File: src/rtl/traffic_phase_fsm.sv
// traffic_phase_fsm: tick-timed A/B phase sequencer; define ALL_RED_CLEARANCE_EN to insert all-red after each yellow
module traffic_phase_fsm #(
    parameter int GREEN_A_T = 10,
    parameter int GREEN_B_T = 6,
    parameter int YELLOW_T  = 3,
    parameter int ALL_RED_T = 2,
    parameter int CNT_W     = 8
) (
    input  logic             clk,
    input  logic             rst_n,
    input  logic             tick,
    input  logic             sensor_b,
    output logic [2:0]       state,
    output logic [CNT_W-1:0] tmr,
    output logic             phase_start
);
    typedef enum logic [2:0] {
        GREEN_A  = 3'd0,
        YELLOW_A = 3'd1,
        GREEN_B  = 3'd2,
        YELLOW_B = 3'd3,
        ALL_RED  = 3'd4
    } phase_e;

    logic [2:0]       state_d;
    logic [CNT_W-1:0] tmr_d;
    logic             road_b, road_b_d, start_d;

    function automatic logic [CNT_W-1:0] dur(input logic [2:0] p);
        return p == GREEN_A ? CNT_W'(GREEN_A_T - 1) :
               p == GREEN_B ? CNT_W'(GREEN_B_T - 1) :
               (p == YELLOW_A || p == YELLOW_B) ? CNT_W'(YELLOW_T - 1) :
               CNT_W'(ALL_RED_T - 1);
    endfunction

    always_ff @(posedge clk) begin
        if (!rst_n) begin
            state       <= ALL_RED;
            tmr         <= CNT_W'(ALL_RED_T - 1);
            road_b      <= 1'b0;
            phase_start <= 1'b0;
        end else begin
            state       <= state_d;
            tmr         <= tmr_d;
            road_b      <= road_b_d;
            phase_start <= start_d;
        end
    end

    always_comb begin
        state_d  = state;
        tmr_d    = tmr;
        road_b_d = road_b;
        start_d  = 1'b0;
        if (state > ALL_RED) begin
            state_d  = ALL_RED;
            road_b_d = 1'b0;
            start_d  = 1'b1;
            tmr_d    = dur(ALL_RED);
        end else if (tick && tmr != '0) begin
            tmr_d = tmr - 1'b1;
        end else if (tick) begin
            case (state)
                GREEN_A: state_d = sensor_b ? YELLOW_A : GREEN_A;
`ifdef ALL_RED_CLEARANCE_EN
                YELLOW_A: begin
                    state_d  = ALL_RED;
                    road_b_d = 1'b1;
                end
                YELLOW_B: begin
                    state_d  = ALL_RED;
                    road_b_d = 1'b0;
                end
`else
                YELLOW_A: state_d = GREEN_B;
                YELLOW_B: state_d = GREEN_A;
`endif
                GREEN_B: state_d = YELLOW_B;
                default: state_d = road_b ? GREEN_B : GREEN_A;
            endcase
            // holding in green A at expiry keeps tmr at zero and does not pulse
            start_d = state_d != state;
            tmr_d   = start_d ? dur(state_d) : tmr;
        end
    end
endmodule
File: config.mk
export PLATFORM = sky130hd
export DESIGN_NAME = traffic_phase_fsm
export DESIGN_NICKNAME = d
export VERILOG_FILES = /design/src/rtl/traffic_phase_fsm.sv
export SDC_FILE = /design/constraint.sdc
export NUM_CORES = 1
export LEC_CHECK = 0
export ABC_AREA = 1
export CORE_MARGIN = 2
export CORE_UTILIZATION = 30
export CTS_CLUSTER_SIZE = 10
export DETAILED_ROUTE_END_ITERATION = 8
export MAX_ROUTING_LAYER = met4
export PLACE_DENSITY_LB_ADDON = 0.3
export SYNTH_ARGS = -nofsm -noshare
export SYNTH_HDL_FRONTEND = slang
export SYNTH_SLANG_ARGS = --single-unit
export TNS_END_PERCENT = 100
File: constraint.sdc
create_clock -name clk -period 1.1 [get_ports clk]
set_input_delay 0.275 -clock clk [delete_from_list [all_inputs] [get_ports clk]]
set_output_delay 0.275 -clock clk [all_outputs]
set_load 0.1 [all_outputs]
==> results of run 1 <==
## per-layer routing
layer / wire length (um) / global-route usage, % / vias up
met3: 91 / 3.71 / 7
met4: 55 / 8.97 / 0
li1: - / - / 453
met5: 0 / - / -
met2: 1270 / 34.0 / 20
met1: 893 / 19.4 / 420
## state kept, by name (all words and copies together), names as in the netlist
| name | flops |
|---|---|
| state | 3 |
| phase_start | 1 |
| tmr | 8 |
## timing repair
action / 4_1_cts / 5_1_grt
setup buffers: 10 / 2
endpoints found under the setup margin: 23 / 23
endpoints found under the hold margin: 0 / 0
resized for setup: 38 / 10
gates cloned: 0 / 0
pin swaps: 9 / 6
## area by class of cell
type	instances	area (um^2)
inverters	17	68.8
multi-input cells	77	528
flip-flops and latches	12	283
repair buffers	47	573
fillers	175	698
well taps	28	35.0
clock buffers	4	26.3
## power by group
part | switching [mW] | internal [mW] | total [mW]
registers | 0.137 | 0.644 | 0.780
clock network | 0.160 | 0.141 | 0.301
logic | 2.21 | 1.60 | 3.81
## layout by cell type (no fill, tap or decap), drive strengths merged
master         instances
clkdlybuf4s50          2
ha                     2
o21ai                  8
nor3                   3
nand3                 16
buf                   44
nand4                  3
nor2                  10
dfxtp                 12
nand2                 25
xnor2                  1
nand3b                 1
inv                   17
a21boi                 1
a21oi                  7
clkbuf                 4
dlygate4sd2            1
## worst paths after layout
check,from,endpoint,slack (ns),cells after the start
worst max-delay path,tmr[1],tmr[6],-0.21,8
worst min-delay path,tick,state[1],0.57,3
worst max register to register,tmr[1],tmr[6],-0.21,8
worst min register to register,state[1],state[1],0.61,3
## stage by stage
step	std cells	worst slack [ns]	TNS, ns	util, %
final	185	-0.214	-2.91	68.4
after global routing	185	-0.271	-4.12	68.4
after CTS	183	-0.193	-2.31	66.1
after detailed placement	169	-0.455	-4.43	55.6
after global placement	169	-0.442	-4.08	55.6
after floorplan	107	-0.245	-2.52	-
## worst min-delay path: cells and delay by family
family | cells | cell delay [ns]
simple gates | 1 | 0.14
compound gates | 1 | 0.07
buf+inv | 1 | 0.35
## cells by family (layout without fill, tap and decap cells)
kind of cell               Yosys count  count (layout)  share of synthesized area [%]
AOI/OAI and AO/OA                   16              16                           12.4
xor gates and xnor gates             1               1                           1.25
adders and majority gates            2               2                           3.58
buffers and inverters               18              68                           10.8
DFF                                 12              12                           34.4
and+or+nand+nor                     58              58                           37.6
==> run summary, run 1 <==
run status = finished, violations left
failing checks = negative setup slack
final instance area = 1510 um^2
total wire length = 2310 um
# DRC = 0
PwrDens = 3230 nW/um^2
final period utilization = 119%
critical path class = flip-flop to flip-flop
Max Cap Viol = 0
Layout area overhead = 117%
Post-CTS Hold Buffers = 0
via count = 900
Crit path max-delay family = flip-flops
Overall Global Routing Usage = 18.8%
grt ovf = 0
CP required = 1.33 ns
Setup Skew = 0.0114 ns
die area = 2730 um^2
H-Tree Level Count = 1
Synth area leaders = dfxtp_1 34%, nand2_1 13%, nand3_1 11%, inv_1 8.6%, a21oi_1 5.0%
Post-Place Cell Area = 1230 um^2
CP Data Arrival Time = 1.54 ns
fin. max-slew vios = 0
vias per cell = 4.86
# rows = 17
layout cell share with drive strength beyond 1 = 61.1%
count leader, synth = nand2_1
Core Box Area = 2210 um^2
first-pass GRT wire length = 3650 um
Highest Clock Rate = 0.761 GHz
Ys Warns = 0
CTS tree = done
crit-path cells = inv_4 > ha_4 > nand2_4 > o21ai_4 > buf_6 > buf_4 > nor3_2 > nor2_1
crit path buf inv count = 3
hold_ws = 0.568 ns
Iter 0 DRT Violations = 6
HP Class = input pin to flip-flop
Seq cells post-synth = 12
top cell type's share of synthesized area = 34.4%
synth cell count leaders = 24 x nand2_1, 16 x inv_1, 16 x nand3_1
Starting Density = 31.6%
worst slew pin tran = 0.363 ns
critical path fanouts, max = 6
largest net degree at the start of global routing = 8
maximum VDD drop = 2.05 mV
Post-synth EDFFs = 0
Synth cell types = 20
IO Count = 16
Startpoint Class = flip-flop
post-synthesis cell area = 698 um^2
slew margin rel. = 75.8%
Worst-path clk slew = 0.08 ns
Final Hold Viols = 0
die height = 52.2 um
Slowest-stage cell, CP = dfxtp_4
Net Count, Synth = 113
Primary FF master, synth = dfxtp_1
Clock Path Buffers = 2
Root Buffer = clkbuf_4
Die X-Extent = 52.2 um
Tmin final = 1.31 ns
Total Nets Final = 164
PortBufs = 15
vias in the first global route = 888
Synth Area per Inst = 6.52 um^2
sequential element share of the synthesized area = 34.4%
Num Clock Sinks = 12
antenna violations before repair = 0
Final ANT Viol Nets = 0
Cells after Synth = 107
CP max stage delay = 0.36 ns
detailed-placement wirelength estimate = 1510 um
drt first pass iters = 4
CP Capture Type = flip-flop
n_diodes = 0
insertion delay to the later sink of the worst-skew pair = 0.29 ns
total CTS buffers = 3
RSZ-0062 raised after global routing = true
Total Power = 4.89 mW
Synth async-reset ratio = 0%
Final Setup Violations = 23
DR WL/cell = 12.5 um
Pleak = 0.671 nW
Final GP Congestion = 0.841
cell taking the most area after synthesis = dfxtp_1
Worst Setup Slack, final = -0.214 ns
No activity file was read; power rests on OpenSTA's default activity.
==> run 2: changes to the inputs <==
CORE_MARGIN = not set   (was 2)
==> run summary, run 2 (synthesis gave the netlist of run 1 again) <==
run status = finished, violations left (unchanged)
failing checks = negative setup slack (unchanged)
Final Hold Viols = 0 (unchanged)
n_diodes = 0 (unchanged)
HP Class = input pin to flip-flop (unchanged)
# DRC = 0 (unchanged)
Iter 0 DRT Violations = 14 (was 6)
Worst Setup Slack, final = -0.175 ns (was -0.214 ns)
Core Box Area = 2210 um^2 (unchanged)
Critical R2R Capture = tmr[5] (was tmr[6])
DR WL/cell = 12.1 um (was 12.5 um)
drt first pass iters = 4 (unchanged)
area of the multi-input gates = 557 um^2 (was 528 um^2)
Total Nets Final = 163 (was 164)
commonest non-fill, non-tap cells in the layout = 19 x nand2_1, 19 x buf_4, 12 x buf_12, 12 x buf_6, 11 x dfxtp_4 (was 19 x nand2_1, 17 x buf_6, 15 x buf_4)
final instance area = 1520 um^2 (was 1510 um^2)
Final GP Congestion = 0.834 (was 0.841)
maximum VDD drop = 2.34 mV (was 2.05 mV)
Root Buffer = clkbuf_4 (unchanged)
Overall Global Routing Usage = 19.1% (was 18.8%)
grt ovf = 0 (unchanged)
# rows = 17 (unchanged)
CP required = 1.32 ns (was 1.33 ns)
CTS tree = done (unchanged)
Reg2Reg Setup Slack = -0.17 ns (was -0.21 ns)
vias per cell = 4.89 (was 4.86)
Startpoint Class = flip-flop (unchanged)
H-Tree Level Count = 1 (unchanged)
RSZ-0062 raised after global routing = true (unchanged)
Highest Clock Rate = 0.784 GHz (was 0.761 GHz)
Post-CTS Hold Buffers = 0 (unchanged)
Worst Hold End = phase_start (was state[1])
total wire length = 2230 um (was 2310 um)
setup TNS = -2.57 ns (was -2.91 ns)
vias in the first global route = 865 (was 888)
fin. max-slew vios = 0 (unchanged)
Worst-path clk slew = 0.08 ns (about the same)
Tmin final = 1.27 ns (was 1.31 ns)
Largest register FFs = 8 (unchanged)
largest net degree at the start of global routing = 8 (unchanged)
PortBufs = 15 (unchanged)
CP Data Arrival Time = 1.49 ns (was 1.54 ns)
Pleak = 0.662 nW (was 0.671 nW)
largest registers = tmr (8), state (3), phase_start (1) (unchanged)
Max Cap Viol = 0 (unchanged)
insertion delay to the later sink of the worst-skew pair = 0.28 ns (was 0.29 ns)
Clock Path Buffers = 2 (unchanged)
cell count after placement = 170 (was 169)
Worst Min Path Start = rst_n (was tick)
Layout area overhead = 117% (about the same)
Fillers = 182 (was 175)
Critical R2R Launch = tmr[1] (unchanged)
PwrDens = 3230 nW/um^2 (about the same)
layout cell share with drive strength beyond 1 = 64.1% (was 61.1%)
die height = 50.2 um (was 52.2 um)
WHS Path Cells = 2 (was 3)
first-pass GRT wire length = 3500 um (was 3650 um)
worst slew pin tran = 0.384 ns (was 0.363 ns)
Starting Density = 31.6% (unchanged)
Top reg by flops = tmr (unchanged)
die area = 2520 um^2 (was 2730 um^2)
Total Power = 4.90 mW (was 4.89 mW)
Worst setup startpoint = tmr[1] (unchanged)
Die X-Extent = 50.2 um (was 52.2 um)
Setup Skew = 0.00171 ns (was 0.0114 ns)
detailed-placement wirelength estimate = 1480 um (was 1510 um)
register area = 283 um^2 (unchanged)
IO Count = 16 (unchanged)
Final Setup Violations = 23 (unchanged)
final period utilization = 116% (was 119%)
critical path fanouts, max = 6 (unchanged)
slew margin rel. = 74.4% (was 75.8%)
Register-to-Register Path Depth = 7 (was 8)
Final ANT Viol Nets = 0 (unchanged)
total CTS buffers = 3 (unchanged)
CP Capture Type = flip-flop (unchanged)
via count = 900 (unchanged)
Post-Place Cell Area = 1240 um^2 (was 1230 um^2)
antenna violations before repair = 0 (unchanged)
Num Clock Sinks = 12 (unchanged)
critical path class = flip-flop to flip-flop (unchanged)
fin cells = 184 (was 185)
[run 2: layout make-up]
class,count,area share (%)
clock buffers,4,1.73
inverters,17,4.54
multi-input cells,77,36.7
flip-flops and latches,12,18.6
well taps,28,2.31
repair buffers,46,36.1
[run 2: worst max path at each step]
stage          endpoint  slack, ns  depth (start not counted)
3_3_place_gp     tmr[1]      -0.43                          5
5_1_grt          tmr[1]      -0.25                          6
6_report         tmr[5]      -0.17                          7
4_1_cts          tmr[1]      -0.13                          6
2_1_floorplan    tmr[5]      -0.25                          7
3_5_place_dp     tmr[3]      -0.50                          5
[run 2: critical path: stages, from the launching register on]
cell and delay (ns):
dfxtp_4 0.36, inv_4 0.06, ha_4 0.13, nand2_4 0.07, o21ai_4 0.23, buf_6 0.17, o21ai_1 0.07, a21oi_1 0.12
[run 2: power by group]
part	leakage [nW]	switching, mW	internal, mW
sequential	0.105	0.142	0.644
clock	0.0150	0.166	0.141
combinational	0.541	2.23	1.58
[run 2: metal layers]
metal	part of all wire, %	vias to the layer above	global-route usage, %
met5	0	-	-
met4	2.1	0	7.14
met3	3.6	4	3.03
met2	53	24	36.7
met1	41	419	18.9
li1	-	453	-
[run 2: metrics by stage]
step,util [%],setup WS (ns),hold slack [ns]
floorplan,-,-0.245,0.426
global placement,55.9,-0.433,0.591
detailed placement,55.9,-0.501,0.620
CTS,65.7,-0.134,0.557
global route,68.6,-0.245,0.582
finish,68.6,-0.175,0.572
[run 2: timing repair]
item,4_1_cts,5_1_grt
gates resized for setup,34,17
endpoints found under the setup margin,23,23
buffers inserted,10,0
pin swaps,6,9
==> run 3: changes to the inputs <==
SETUP_SLACK_MARGIN = 0.2   (was not set)
==> run summary, run 3 (synthesis gave the netlist of run 1 again) <==
vias per cell = 4.87 (was 4.89)
Startpoint Class = flip-flop (unchanged)
Max Cap Viol = 0 (unchanged)
die area = 2520 um^2 (unchanged)
Final ANT Viol Nets = 0 (unchanged)
n_diodes = 0 (unchanged)
antenna violations before repair = 0 (unchanged)
commonest non-fill, non-tap cells in the layout = 18 x buf_6, 17 x nand2_1, 16 x buf_4, 13 x inv_1 (was 19 x nand2_1, 19 x buf_4, 12 x buf_12, 12 x buf_6, 11 x dfxtp_4)
Final Hold Viols = 0 (unchanged)
CP max stage delay = 0.36 ns (about the same)
run status = finished, violations left (unchanged)
critical path class = flip-flop to flip-flop (unchanged)
Pleak = 0.699 nW (was 0.662 nW)
most common cell after layout, fill and taps aside = buf_6
layout cell share with drive strength beyond 1 = 65.8% (was 64.1%)
Tmin final = 1.30 ns (was 1.27 ns)
critical path fanouts, max = 5 (was 6)
Setup Skew = 0.00540 ns (was 0.00171 ns)
IO Count = 16 (unchanged)
total CTS buffers = 3 (unchanged)
CP required = 1.30 ns (was 1.32 ns)
first-pass GRT wire length = 3800 um (was 3500 um)
CP Capture Type = flip-flop (unchanged)
total wire length = 2490 um (was 2230 um)
insertion delay to the later sink of the worst-skew pair = 0.28 ns (about the same)
largest registers = tmr (8), state (3), phase_start (1) (unchanged)
final period utilization = 118% (was 116%)
crit-path cells = inv_4 > ha_4 > nand2_4 > o21ai_4 > buf_6 > nor2_2 > nor3_2 (was inv_4 > ha_4 > nand2_4 > o21ai_4 > buf_6 > o21ai_1 > a21oi_1)
Overall Global Routing Usage = 20.5% (was 19.1%)
HP Class = flip-flop to flip-flop (was input pin to flip-flop)
via count = 906 (was 900)
hold_ws = 0.534 ns (was 0.572 ns)
Post-CTS Hold Buffers = 0 (unchanged)
crit path buf inv count = 2 (unchanged)
Final Setup Violations = 23 (unchanged)
Layout area overhead = 126% (was 117%)
failing checks = negative setup slack (unchanged)
final instance area = 1580 um^2 (was 1520 um^2)
die height = 50.2 um (unchanged)
Root Buffer = clkbuf_4 (unchanged)
drt first pass iters = 4 (unchanged)
Fillers = 169 (was 182)
Clock Path Buffers = 2 (unchanged)
CP Data Arrival Time = 1.50 ns (was 1.49 ns)
DR WL/cell = 13.4 um (was 12.1 um)
fin. max-slew vios = 0 (unchanged)
worst slew pin tran = 0.417 ns (was 0.384 ns)
Worst Setup Slack, final = -0.201 ns (was -0.175 ns)
Slowest-stage cell, CP = dfxtp_4 (unchanged)
Top reg by flops = tmr (unchanged)
Core Box Area = 2210 um^2 (unchanged)
grt ovf = 0 (unchanged)
Iter 0 DRT Violations = 16 (was 14)
Die X-Extent = 50.2 um (unchanged)
PortBufs = 15 (unchanged)
Num Clock Sinks = 12 (unchanged)
Starting Density = 31.6% (unchanged)
PwrDens = 3170 nW/um^2 (was 3230 nW/um^2)
vias in the first global route = 891 (was 865)
H-Tree Level Count = 1 (unchanged)
# DRC = 0 (unchanged)
detailed-placement wirelength estimate = 1410 um (was 1480 um)
CTS tree = done (unchanged)
maximum VDD drop = 2.52 mV (was 2.34 mV)
Largest register FFs = 8 (unchanged)
slew margin rel. = 72.2% (was 74.4%)
setup TNS = -2.86 ns (was -2.57 ns)
Final GP Congestion = 0.819 (was 0.834)
Post-Place Cell Area = 1230 um^2 (was 1240 um^2)
Crit path max-delay family = flip-flops (was compound AO/OA/AOI/OAI gates)
largest net degree at the start of global routing = 8 (unchanged)
Worst-path clk slew = 0.08 ns (about the same)
Highest Clock Rate = 0.768 GHz (was 0.784 GHz)
Total Nets Final = 166 (was 163)
RSZ-0062 raised after global routing = true (unchanged)
# rows = 17 (unchanged)
run 3: cell count changes in the layout (fill, tap and decap cells not counted), moves of 2 or more:
cell	previous run	this run
inv_1	10	13
nand2_1	19	17
buf_6	12	18
inv_2	5	1
buf_4	19	16
run 3: per-layer routing:
metal | routed length (um) | global-route usage [%] | vias to the layer above
met5 | 0 | - | -
met4 | 55 | 7.62 | 0
met3 | 81 | 2.73 | 7
met2 | 1410 | 36.7 | 23
met1 | 940 | 22.8 | 419
li1 | - | - | 457
run 3: worst min-delay path, stage by stage (launching register included):
cell,delay [ns]
dfxtp_4,0.35
inv_1,0.09
a21oi_1,0.06
run 3: timing repair:
action,4_1_cts,5_1_grt
endpoints found under the setup margin,24,24
gates cloned,0,0
gates resized for setup,44,15
buffers inserted,11,3
pin swaps,15,11
run 3: stage by stage:
stage	std cells	total power, mW	utilization (%)	worst slack, ns
after floorplan	107	2.75	-	-0.245
after global placement	169	3.88	55.7	-0.425
after detailed placement	169	3.91	55.7	-0.456
after CTS	183	4.76	67.8	-0.172
after global routing	186	5.27	71.3	-0.289
final	186	5.00	71.3	-0.201
run 3: cell type report:
type / count / area (um^2) / share of cell area (%)
Inverter: 17 / 71.3 / 4.52
Multi-Input combinational cell: 77 / 572 / 36.2
Clock buffer: 3 / 22.5 / 1.43
Sequential cell: 12 / 285 / 18.1
Timing Repair Buffer: 49 / 592 / 37.5
Tap cell: 28 / 35.0 / 2.22
run 3: power breakdown:
| part | internal [mW] | switching (mW) |
|---|---|---|
| combinational | 1.64 | 2.31 |
| sequential | 0.648 | 0.134 |
| clock | 0.127 | 0.147 |
| total | 2.41 | 2.59 |
run 3: worst paths after layout:
| check | startpoint | endpoint | slack [ns] | depth (start not counted) |
|---|---|---|---|---|
| max | tmr[1] | tmr[1] | -0.20 | 7 |
| min | state[1] | state[1] | 0.53 | 2 |
| max reg2reg | tmr[1] | tmr[1] | -0.20 | 7 |
| min reg2reg | state[1] | state[1] | 0.53 | 2 |
